## config.mk

```make
export PLATFORM = sky130hd
export DESIGN_NAME = ls_arbiter_flat
export DESIGN_NICKNAME = d
export VERILOG_FILES = /design/src/rtl/ls_arbiter_if.sv /design/src/rtl/ls_arbiter.sv /design/src/flat_wrapper.sv
export SDC_FILE = /design/constraint.sdc
export NUM_CORES = 1
export LEC_CHECK = 0
export CAP_MARGIN = 20
export CORE_AREA = 2 2 116 118
export DETAILED_ROUTE_END_ITERATION = 12
export DIE_AREA = 0 0 118 120
export GPL_ROUTABILITY_DRIVEN = 0
export PLACE_DENSITY = 0.64
export SLEW_MARGIN = 5
export SYNTH_ARGS = -nofsm -noshare
export SYNTH_HDL_FRONTEND = slang
export SYNTH_SLANG_ARGS = --single-unit
```

## constraint.sdc

```tcl
create_clock -name clk -period 1.6 [get_ports clk]
set_clock_uncertainty 0.15 [all_clocks]
set_input_delay 0.24 -clock clk [delete_from_list [all_inputs] [get_ports clk]]
set_output_delay 0.24 -clock clk [all_outputs]
set_load 0.03 [all_outputs]
```

## src/rtl/ls_arbiter_if.sv

```systemverilog
// Local Store arbiter bus: three requester ports, shared read data and the
// Local Store memory port. master = requester/memory side, slave = arbiter.
interface ls_arbiter_if #(
  parameter int WIDTH = 32
);
  logic             dma_req;
  logic             dma_we;
  logic [WIDTH-1:0] dma_adr;
  logic [WIDTH-1:0] dma_wdata;
  logic             dma_gnt;
  logic             dma_rvalid;
  logic             lsu_req;
  logic             lsu_we;
  logic [WIDTH-1:0] lsu_adr;
  logic [WIDTH-1:0] lsu_wdata;
  logic             lsu_gnt;
  logic             lsu_rvalid;
  logic             ifu_req;
  logic [WIDTH-1:0] ifu_adr;
  logic             ifu_gnt;
  logic             ifu_rvalid;
  logic [WIDTH-1:0] rdata;
  logic             mem_write;
  logic [WIDTH-1:0] mem_adr;
  logic [WIDTH-1:0] mem_wdata;
  logic [WIDTH-1:0] mem_rdata;

  modport slave (
    input  dma_req, dma_we, dma_adr, dma_wdata,
    input  lsu_req, lsu_we, lsu_adr, lsu_wdata,
    input  ifu_req, ifu_adr, mem_rdata,
    output dma_gnt, dma_rvalid, lsu_gnt, lsu_rvalid, ifu_gnt, ifu_rvalid,
    output rdata, mem_write, mem_adr, mem_wdata
  );

  modport master (
    output dma_req, dma_we, dma_adr, dma_wdata,
    output lsu_req, lsu_we, lsu_adr, lsu_wdata,
    output ifu_req, ifu_adr, mem_rdata,
    input  dma_gnt, dma_rvalid, lsu_gnt, lsu_rvalid, ifu_gnt, ifu_rvalid,
    input  rdata, mem_write, mem_adr, mem_wdata
  );
endinterface

```

## src/rtl/ls_arbiter.sv

```systemverilog
// SPU Local Store arbiter: DMA > LSU > IFU, one access per cycle, registered read data.
// Define LS_ARB_STARVE_EN to promote a starved IFU after STARVE_LIMIT denied cycles.
module ls_arbiter #(
  parameter int WIDTH        = 32,
  parameter int STARVE_LIMIT = 8
) (
  input logic         clk,
  input logic         rst_n,
  ls_arbiter_if.slave bus
);

  logic             w_dma_gnt;
  logic             w_lsu_gnt;
  logic             w_ifu_gnt;
  logic             w_ifu_promote;
  logic             w_mem_write;
  logic [WIDTH-1:0] w_mem_adr;
  logic [WIDTH-1:0] w_mem_wdata;
  logic             w_read;
  logic             r_dma_rvalid;
  logic             r_lsu_rvalid;
  logic             r_ifu_rvalid;
  logic [WIDTH-1:0] r_rdata;

`ifdef LS_ARB_STARVE_EN
  localparam logic [3:0] LP_LIMIT = 4'(STARVE_LIMIT);
  logic [3:0] r_starve_cnt;

  assign w_ifu_promote = bus.ifu_req && (r_starve_cnt == LP_LIMIT);

  // Count consecutive denied IFU cycles, saturating at the limit
  always_ff @(posedge clk or negedge rst_n) begin
    if (!rst_n) begin
      r_starve_cnt <= 4'd0;
    end else if (!bus.ifu_req || w_ifu_gnt) begin
      r_starve_cnt <= 4'd0;
    end else if (r_starve_cnt != LP_LIMIT) begin
      r_starve_cnt <= r_starve_cnt + 4'd1;
    end else begin
      r_starve_cnt <= r_starve_cnt;
    end
  end
`else
  assign w_ifu_promote = 1'b0;
`endif

  // Grant selection; no grant at all while reset is asserted
  always_comb begin
    w_dma_gnt = 1'b0;
    w_lsu_gnt = 1'b0;
    w_ifu_gnt = 1'b0;
    if (!rst_n) begin
      w_dma_gnt = 1'b0;
    end else if (w_ifu_promote) begin
      w_ifu_gnt = 1'b1;
    end else if (bus.dma_req) begin
      w_dma_gnt = 1'b1;
    end else if (bus.lsu_req) begin
      w_lsu_gnt = 1'b1;
    end else if (bus.ifu_req) begin
      w_ifu_gnt = 1'b1;
    end else begin
      w_dma_gnt = 1'b0;
    end
  end

  // Memory port follows the winner; idle port is driven to zero
  always_comb begin
    w_mem_write = 1'b0;
    w_mem_adr   = '0;
    w_mem_wdata = '0;
    if (w_dma_gnt) begin
      w_mem_write = bus.dma_we;
      w_mem_adr   = bus.dma_adr;
      w_mem_wdata = bus.dma_wdata;
    end else if (w_lsu_gnt) begin
      w_mem_write = bus.lsu_we;
      w_mem_adr   = bus.lsu_adr;
      w_mem_wdata = bus.lsu_wdata;
    end else if (w_ifu_gnt) begin
      w_mem_adr   = bus.ifu_adr;
    end else begin
      w_mem_write = 1'b0;
    end
  end

  assign w_read = (w_dma_gnt || w_lsu_gnt || w_ifu_gnt) && !w_mem_write;

  // Capture read data and pulse the winner's rvalid one cycle after the grant
  always_ff @(posedge clk or negedge rst_n) begin
    if (!rst_n) begin
      r_dma_rvalid <= 1'b0;
      r_lsu_rvalid <= 1'b0;
      r_ifu_rvalid <= 1'b0;
      r_rdata      <= '0;
    end else begin
      r_dma_rvalid <= w_dma_gnt && !bus.dma_we;
      r_lsu_rvalid <= w_lsu_gnt && !bus.lsu_we;
      r_ifu_rvalid <= w_ifu_gnt;
      if (w_read) begin
        r_rdata <= bus.mem_rdata;
      end else begin
        r_rdata <= r_rdata;
      end
    end
  end

  assign bus.dma_gnt    = w_dma_gnt;
  assign bus.lsu_gnt    = w_lsu_gnt;
  assign bus.ifu_gnt    = w_ifu_gnt;
  assign bus.dma_rvalid = r_dma_rvalid;
  assign bus.lsu_rvalid = r_lsu_rvalid;
  assign bus.ifu_rvalid = r_ifu_rvalid;
  assign bus.rdata      = r_rdata;
  assign bus.mem_write  = w_mem_write;
  assign bus.mem_adr    = w_mem_adr;
  assign bus.mem_wdata  = w_mem_wdata;

endmodule

```

## src/flat_wrapper.sv

```systemverilog
// flat-port wrapper written by rule: the top's interface ports become plain ports
module ls_arbiter_flat 
#(
  parameter int WIDTH        = 32,
  parameter int STARVE_LIMIT = 8
)
  (clk, rst_n, bus_dma_req, bus_dma_we, bus_dma_adr, bus_dma_wdata, bus_lsu_req, bus_lsu_we, bus_lsu_adr, bus_lsu_wdata, bus_ifu_req, bus_ifu_adr, bus_mem_rdata, bus_dma_gnt, bus_dma_rvalid, bus_lsu_gnt, bus_lsu_rvalid, bus_ifu_gnt, bus_ifu_rvalid, bus_rdata, bus_mem_write, bus_mem_adr, bus_mem_wdata);
  ls_arbiter_if #(.WIDTH(WIDTH)) bus_i ();
  input logic clk;
  input logic rst_n;
  input wire logic [$bits(bus_i.dma_req)-1:0] bus_dma_req;
  input wire logic [$bits(bus_i.dma_we)-1:0] bus_dma_we;
  input wire logic [$bits(bus_i.dma_adr)-1:0] bus_dma_adr;
  input wire logic [$bits(bus_i.dma_wdata)-1:0] bus_dma_wdata;
  input wire logic [$bits(bus_i.lsu_req)-1:0] bus_lsu_req;
  input wire logic [$bits(bus_i.lsu_we)-1:0] bus_lsu_we;
  input wire logic [$bits(bus_i.lsu_adr)-1:0] bus_lsu_adr;
  input wire logic [$bits(bus_i.lsu_wdata)-1:0] bus_lsu_wdata;
  input wire logic [$bits(bus_i.ifu_req)-1:0] bus_ifu_req;
  input wire logic [$bits(bus_i.ifu_adr)-1:0] bus_ifu_adr;
  input wire logic [$bits(bus_i.mem_rdata)-1:0] bus_mem_rdata;
  output wire logic [$bits(bus_i.dma_gnt)-1:0] bus_dma_gnt;
  output wire logic [$bits(bus_i.dma_rvalid)-1:0] bus_dma_rvalid;
  output wire logic [$bits(bus_i.lsu_gnt)-1:0] bus_lsu_gnt;
  output wire logic [$bits(bus_i.lsu_rvalid)-1:0] bus_lsu_rvalid;
  output wire logic [$bits(bus_i.ifu_gnt)-1:0] bus_ifu_gnt;
  output wire logic [$bits(bus_i.ifu_rvalid)-1:0] bus_ifu_rvalid;
  output wire logic [$bits(bus_i.rdata)-1:0] bus_rdata;
  output wire logic [$bits(bus_i.mem_write)-1:0] bus_mem_write;
  output wire logic [$bits(bus_i.mem_adr)-1:0] bus_mem_adr;
  output wire logic [$bits(bus_i.mem_wdata)-1:0] bus_mem_wdata;
  assign bus_i.dma_req = bus_dma_req;
  assign bus_i.dma_we = bus_dma_we;
  assign bus_i.dma_adr = bus_dma_adr;
  assign bus_i.dma_wdata = bus_dma_wdata;
  assign bus_i.lsu_req = bus_lsu_req;
  assign bus_i.lsu_we = bus_lsu_we;
  assign bus_i.lsu_adr = bus_lsu_adr;
  assign bus_i.lsu_wdata = bus_lsu_wdata;
  assign bus_i.ifu_req = bus_ifu_req;
  assign bus_i.ifu_adr = bus_ifu_adr;
  assign bus_i.mem_rdata = bus_mem_rdata;
  assign bus_dma_gnt = bus_i.dma_gnt;
  assign bus_dma_rvalid = bus_i.dma_rvalid;
  assign bus_lsu_gnt = bus_i.lsu_gnt;
  assign bus_lsu_rvalid = bus_i.lsu_rvalid;
  assign bus_ifu_gnt = bus_i.ifu_gnt;
  assign bus_ifu_rvalid = bus_i.ifu_rvalid;
  assign bus_rdata = bus_i.rdata;
  assign bus_mem_write = bus_i.mem_write;
  assign bus_mem_adr = bus_i.mem_adr;
  assign bus_mem_wdata = bus_i.mem_wdata;
  ls_arbiter #(.WIDTH(WIDTH), .STARVE_LIMIT(STARVE_LIMIT)) u_core (.clk(clk), .rst_n(rst_n), .bus(bus_i));
endmodule
```

# [Word-level counts from Yosys, hierarchy flattened]
# Cells that the tools add are included.
[classes] n_mux=16 reduce_logical=8
[ops] op="32-bit 2-to-1 mux" n=5
[ops] op="1-bit 2-to-1 mux" n=11
[ops] op="1-bit logical AND" n=3
[ops] op="1-bit logical NOT" n=3
[ops] op="1-bit logical OR" n=2
[totals] register_bits=35 output_inout_bits=103

# [Logic depth before layout (Yosys ltp)]
# Gate-level depths: netlist (run 1).
[logic_depth] ltp_word=7 depth_mapped=6 ltp_nobuf=3

# [Least setup slack after synthesis (run 1)]
# Ideal clock, no wire load.
[synth_timing] kind="in2out" from="input bus_lsu_req" to="output bus_mem_adr[10]" arrival_time_ps=1457 t_required_ps=1210 path_slack_ps=-247 cell_stages=6 cell_sequence="buf_4 -> nor2b_1 -> buf_6 -> clkbuf_1 -> a221oi_1 -> nor2_1"
[synth_via] elab_chain_len=6 elab_cells_between_ends=9 classes_between="9 x mux"
[synth_rtl] element="start, declared" line="flat_wrapper.sv:15" source="input wire logic [$bits(bus_i.lsu_req)-1:0] bus_lsu_req;"
[synth_rtl] element="1-bit 2-to-1 mux" line="ls_arbiter.sv:58" source="end else if (bus.lsu_req) begin"
[synth_rtl] element="1-bit 2-to-1 mux" line="ls_arbiter.sv:56" source="end else if (bus.dma_req) begin"
[synth_rtl] element="1-bit 2-to-1 mux" line="ls_arbiter.sv:52" source="if (!rst_n) begin"
[synth_rtl] element="32-bit 2-to-1 mux" line="ls_arbiter.sv:80" source="end else if (w_ifu_gnt) begin"
[synth_rtl] element="32-bit 2-to-1 mux *" line="ls_arbiter.sv:76" source="end else if (w_lsu_gnt) begin"
[synth_rtl] element="32-bit 2-to-1 mux *" line="ls_arbiter.sv:72" source="if (w_dma_gnt) begin"
[synth_rtl] element="end, declared" line="flat_wrapper.sv:30" source="output wire logic [$bits(bus_i.mem_adr)-1:0] bus_mem_adr;"
# Every way passes the cells marked *; elsewhere a longest branch is shown, timed or not.

# [Worst setup path in the final report (run 1)]
[layout_timing] from="input bus_lsu_req" to="output bus_mem_wdata[14]"
[layout_via] elab_chain_len=5
[layout_rtl] element="1-bit 2-to-1 mux" line="ls_arbiter.sv:58"
[layout_rtl] element="1-bit 2-to-1 mux" line="ls_arbiter.sv:56"
[layout_rtl] element="1-bit 2-to-1 mux" line="ls_arbiter.sv:52"
[layout_rtl] element="32-bit 2-to-1 mux" line="ls_arbiter.sv:76"
[layout_rtl] element="32-bit 2-to-1 mux" line="ls_arbiter.sv:72"
[layout_rtl] element="end, declared" line="flat_wrapper.sv:31" source="output wire logic [$bits(bus_i.mem_wdata)-1:0] bus_mem_wdata;"
# Every way passes these cells.

==> results.py, run 1 <==
metrics = {
    "sta": {
        "worst_pin_slew_ps": 399,
        "setup_viol": 65,
        "grt_setup_unrepaired": "true",
        "min_period_over_period_pct": 108,
        "final_max_slew_viol_count": 0,
        "timing.hold.ws_ps": 288,
        "worst_slack_ps": -123,
        "fmax_mhz": 580,
        "final-hold-violation-count": 0,
        "finalCriticalPeriod_ps": 1720,
        "slew-limit-headroom_pct": 73.4,
    },
    "finish": {
        "fin_util_pct": 58.1,
        "drive_gt1_share_pct": 47.4,
        "antenna_cells": 0,
        "area_delta_synth_final_pct": 226,
        "stdcell_area_sq_um": 7550,
        "nNetsFinal": 780,
        "final_cells": 758,
    },
    "clock_network": {
        "numCtsBuffers": 5,
        "root_buffer": "clkbuf_16",
        "clock_sinks": 35,
        "insertion_delay_ps": 280,
        "cts_htree_levels": 2,
        "clkTransAtPathRegs_ps": 60,
        "cts_tree": "built",
        "cts.path.max_buffers": 2,
    },
    "synthesis": {
        "synth.avg_cell_area_sq_um": 9.85,
        "async_flop_share_pct": 100,
        "syn_inst": 235,
        "seq_area_frac_synth_pct": 37.8,
        "synth_warnings": 0,
        "ys.flop_type": "dfrtp_1",
        "synth-edff-count": 0,
        "synthesis.nets": 434,
        "synth-seq-cells": 35,
        "ys_types": 17,
        "syn_area_sq_um": 2310,
    },
    "setup_path": {
        "end_kind": "output pin",
        "rr_worst_depth": 1,
        "crit_arrival_ps": 1330,
        "crit_required_ps": 1210,
        "critPathKind": "input pin to output pin",
        "cp-start-kind": "input pin",
        "cp_max_fo": 9,
    },
    "floorplanning": {
        "dieHeight_microns": 120,
        "dieArea_sq_um": 14200,
        "io_pins": 302,
        "rows": 42,
        "fp.coreArea_sq_um": 13000,
        "die_x_microns": 118,
        "initial_core_util_pct": 17.8,
    },
    "grt": {
        "grt-ovfl-total": 0,
        "track_usage_pct": 21.2,
        "use_met2_pct": 38.1,
        "antenna_found_initial": 0,
        "first_global_vias": 4071,
        "grt_busiest_layer": "met2",
        "use_met3_pct": 4.80,
        "gr-usage-met1_pct": 25.0,
        "grt_pass1_wl_mm": 23.3,
        "grt_start_max_net_pins": 33,
    },
    "place": {
        "dpl-instance-area_sq_um": 5990,
        "numPortBuffers": 301,
        "place_inst": 711,
        "post-dp-hpwl_mm": 10.7,
    },
    "detailed_routing": {
        "ant_nets": 0,
        "first_iter_violations": 138,
        "dr.pass1.iters": 4,
        "drc": 0,
        "num_vias": 3507,
        "vias_per_cell": 4.63,
        "totalWireLength_mm": 15.5,
        "wl_per_cell_microns": 20.4,
    },
    "power_and_ir_drop": {
        "pwr_density_cell_nw_per_um2": 649,
        "peakVddDrop_mv": 0.416,
        "power_leakage_nw": 3.28,
    },
    "run": {
        "drv_cap": 0,
    },
    "hold_path": {
        "hp-class": "input pin to async pin",
    },
    "outcome": {
        "outcome": "finished with violations",
        "violations": "negative setup slack",
    },
}
## registers in the layout (all words and copies together), names as in the netlist
register / count
u_core.bus.rdata: 32
u_core.bus.lsu_rvalid: 1
u_core.bus.ifu_rvalid: 1
u_core.bus.dma_rvalid: 1
## through the flow
step | total power, W | setup slack [ps] | setup TNS, ps
after floorplan | 0.00218 | -84.3 | -3800
after global placement | 0.00337 | -715 | -53050
after detailed placement | 0.00340 | -727 | -55470
after CTS | 0.00495 | -131 | -6410
after global routing | 0.00512 | -148 | -7820
final | 0.00490 | -123 | -4320
## power by group
part / total [W] / switching (W) / internal [W]
Sequential: 0.00111 / 0.0000790 / 0.00103
Combinational: 0.00262 / 0.00120 / 0.00142
Clock: 0.00117 / 0.000386 / 0.000783
Total: 0.00490 / 0.00167 / 0.00324
## layout by cell type (no fill, tap or decap), types with 2 or more instances in the layout
cell and n:
buf_8 4, a221oi_4 12, buf_16 10, mux2_4 32, clkdlybuf4s50_1 188, nor2_2 28, and3_4 2, dlygate4sd2_1 40
dfrtp_1 35, a22o_4 31, o21ai_0 31, buf_12 30, a22o_1 2, buf_6 68, nor2b_4 2, a221oi_2 20
buf_4 25, clkbuf_16 5, nor2_1 3, dlygate4sd3_1 3, nor2b_1 2
## timing repair
item	4_1_cts	5_1_grt
pin swaps	34	21
resized for setup	213	30
endpoints found under the setup margin	134	99
setup buffers	25	3
hold endpoints to repair	35	0
cloned	15	0
hold buffers	3	0
## per-layer routing
layer  share of wire [%]  wire length [microns]
met5                   0                      0
met3                 5.8                    904
met1                  40                   6200
met4                 2.9                    451
met2                  51                   7930
## layout make-up
class / count / area [sq um]
fillers: 1080 / 5430
repair buffers: 368 / 4150
multi-input cells: 170 / 2120
flip-flops and latches: 35 / 876
well taps: 176 / 220
clock buffers: 6 / 139
clock inverters: 2 / 38.8
inverters: 1 / 6.26
## synth_stat cells (2+ instances only)
| cell | number | area [sq um] |
|---|---|---|
| nor2_1 | 32 | 120 |
| buf_6 | 4 | 45.0 |
| mux2_1 | 2 | 22.5 |
| and3_1 | 2 | 12.5 |
| a22o_1 | 33 | 289 |
| a221oi_1 | 32 | 280 |
| nor2b_1 | 4 | 25.0 |
| buf_2 | 7 | 35.0 |
| mux2_2 | 30 | 338 |
| dfrtp_1 | 35 | 876 |
| o21ai_0 | 32 | 160 |
| clkbuf_1 | 17 | 63.8 |
## worst max-delay path: stages
cell and delay, ps:
buf_8 100, buf_6 100, and3_4 200, buf_12 140, buf_12 140, a22o_4 260, buf_6 130
## final timing paths
check | start | to | slack, ps
min | rst_n | u_core.bus.ifu_rvalid | 290
max reg2reg | u_core.bus.rdata[9] | u_core.bus.rdata[9] | 690
max in group asynchronous | rst_n | u_core.bus.rdata[4] | 570
min reg2reg | u_core.bus.rdata[21] | u_core.bus.rdata[21] | 350
max | bus_lsu_req | bus_mem_wdata[14] | -120
min in group clk | bus_dma_we | u_core.bus.dma_rvalid | 290
## logic make-up (layout without fill, tap and decap cells)
family / Yosys count / count (layout) / synth area share, %
compound gates: 98 / 98 / 32.6
buf+inv: 30 / 377 / 6.70
flops: 35 / 35 / 37.8
mux: 32 / 32 / 15.6
simple gates: 40 / 40 / 7.24
Power figures use the tool's default switching activity.
==> run 2, diff against run 1 <==
Settings changed: SKIP_CTS_REPAIR_TIMING set to 1.
==> run 2 against run 1 <==
The flow still finishes with violations (negative setup slack); routed wire length up 0.67%; clock-buffer cell count unchanged; sequential share of layout area grew 0.081 points; via count is essentially flat; sequential cell count unchanged; clock power barely moved; highest routed layer unchanged; die area is the same.
==> results.py, run 2 (same netlist as run 1, synthesis figures left out) <==
metrics = {
    "grt": {
        "track_usage_pct": 17.3,
        "antenna_found_initial": 0,
        "first_global_vias": 3498,
        "grt_pass1_wl_mm": 19.3,
        "grt_start_max_net_pins": 36,
        "grt-ovfl-total": 0,
    },
    "finish": {
        "stdcell_area_sq_um": 7490,
        "antenna_cells": 0,
        "multi_input_area_sq_um": 2080,
        "layout_common_cells": "clkdlybuf4s50_1 (179), buf_6 (60), dlymetal6s2s_1 (50)",
        "largest_reg_flops": 32,
        "drive_gt1_share_pct": 46.5,
        "fin_util_pct": 57.7,
        "fillers": 1095,
        "nNetsFinal": 774,
        "sequential_cell_area_sq_um": 876,
        "final_common_cell": "clkdlybuf4s50_1",
        "area_delta_synth_final_pct": 224,
    },
    "sta": {
        "finalCriticalPeriod_ps": 1690,
        "final-hold-violation-count": 0,
        "worst_slack_ps": -92.9,
        "timing.hold.ws_ps": 198,
        "setup_viol": 58,
        "grt_setup_unrepaired": "true",
        "final.setup.tns_ps": -975,
        "fmax_mhz": 591,
        "final_max_slew_viol_count": 0,
        "min_period_over_period_pct": 106,
        "slew-limit-headroom_pct": 73.0,
        "worst_pin_slew_ps": 406,
    },
    "power_and_ir_drop": {
        "power_leakage_nw": 3.62,
        "pwr_density_cell_nw_per_um2": 654,
        "peakVddDrop_mv": 0.422,
    },
    "detailed_routing": {
        "num_vias": 3509,
        "totalWireLength_mm": 15.6,
        "ant_nets": 0,
        "wl_per_cell_microns": 20.7,
        "drc": 0,
        "vias_per_cell": 4.67,
        "first_iter_violations": 148,
        "dr.pass1.iters": 4,
    },
    "floorplanning": {
        "fp.coreArea_sq_um": 13000,
        "initial_core_util_pct": 17.8,
        "io_pins": 302,
        "dieArea_sq_um": 14200,
        "dieHeight_microns": 120,
        "die_x_microns": 118,
        "rows": 42,
    },
    "clock_network": {
        "root_buffer": "clkbuf_16",
        "insertion_delay_ps": 280,
        "clkTransAtPathRegs_ps": 50,
        "cts_htree_levels": 2,
        "cts.path.max_buffers": 2,
        "numCtsBuffers": 5,
        "cts_tree": "built",
        "clock_sinks": 35,
    },
    "setup_path": {
        "critPathKind": "input pin to output pin",
        "crit_required_ps": 1210,
        "cp-start-kind": "input pin",
        "crit_arrival_ps": 1300,
        "cp_max_fo": 1,
        "end_kind": "output pin",
    },
    "place": {
        "numPortBuffers": 301,
        "post-dp-hpwl_mm": 10.7,
        "dpl-instance-area_sq_um": 5990,
        "post-place-ws_ps": -727,
    },
    "outcome": {
        "outcome": "finished with violations",
        "violations": "negative setup slack",
    },
    "run": {
        "drv_cap": 0,
    },
    "hold_path": {
        "hp-class": "input pin to register",
    },
}
-- run 2: report_power, final --
part | internal (W) | switching [W] | total (W)
Sequential | 0.00103 | 0.0000797 | 0.00111
Clock | 0.000783 | 0.000378 | 0.00116
Combinational | 0.00144 | 0.00118 | 0.00263
Total | 0.00326 | 0.00164 | 0.00490
-- run 2: per-layer routing --
layer | wire length, microns | global-route usage (%)
met5 | 0 | 0
met4 | 276 | 4.89
met1 | 6140 | 20.9
met3 | 1000 | 4.61
met2 | 8180 | 30.1
-- run 2: path summary, 6_finish.rpt --
kind,from,to,slack (ps),depth (start not counted)
max,bus_lsu_adr[26],bus_mem_adr[26],-90,4
min,bus_dma_we,u_core.bus.dma_rvalid,200,3
max reg2reg,u_core.bus.rdata[9],u_core.bus.rdata[9],680,1
min reg2reg,u_core.bus.rdata[21],u_core.bus.rdata[21],350,1
max in group asynchronous,rst_n,u_core.bus.rdata[4],570,3
min in group asynchronous,rst_n,u_core.bus.ifu_rvalid,290,3
-- run 2: layout make-up --
| type | instances | share of cell area (%) |
|---|---|---|
| clock buffer | 6 | 1.85 |
| clock inverter | 2 | 0.518 |
| inverter | 1 | 0.0501 |
| multi-input combinational | 170 | 27.8 |
| sequential | 35 | 11.7 |
| tap | 176 | 2.94 |
| timing repair buffer | 362 | 55.2 |
-- run 2: worst max-delay path, cell delays in order --
cell and delay, ps:
clkdlybuf4s50_1 420, a221oi_1 330, nor2_2 60, dlymetal6s2s_1 250
-- run 2: stage by stage --
stage               power (W)  instances
finish                0.00490        752
floorplan             0.00218        235
CTS                   0.00460        719
global placement      0.00337        711
detailed placement    0.00340        711
global route          0.00513        752
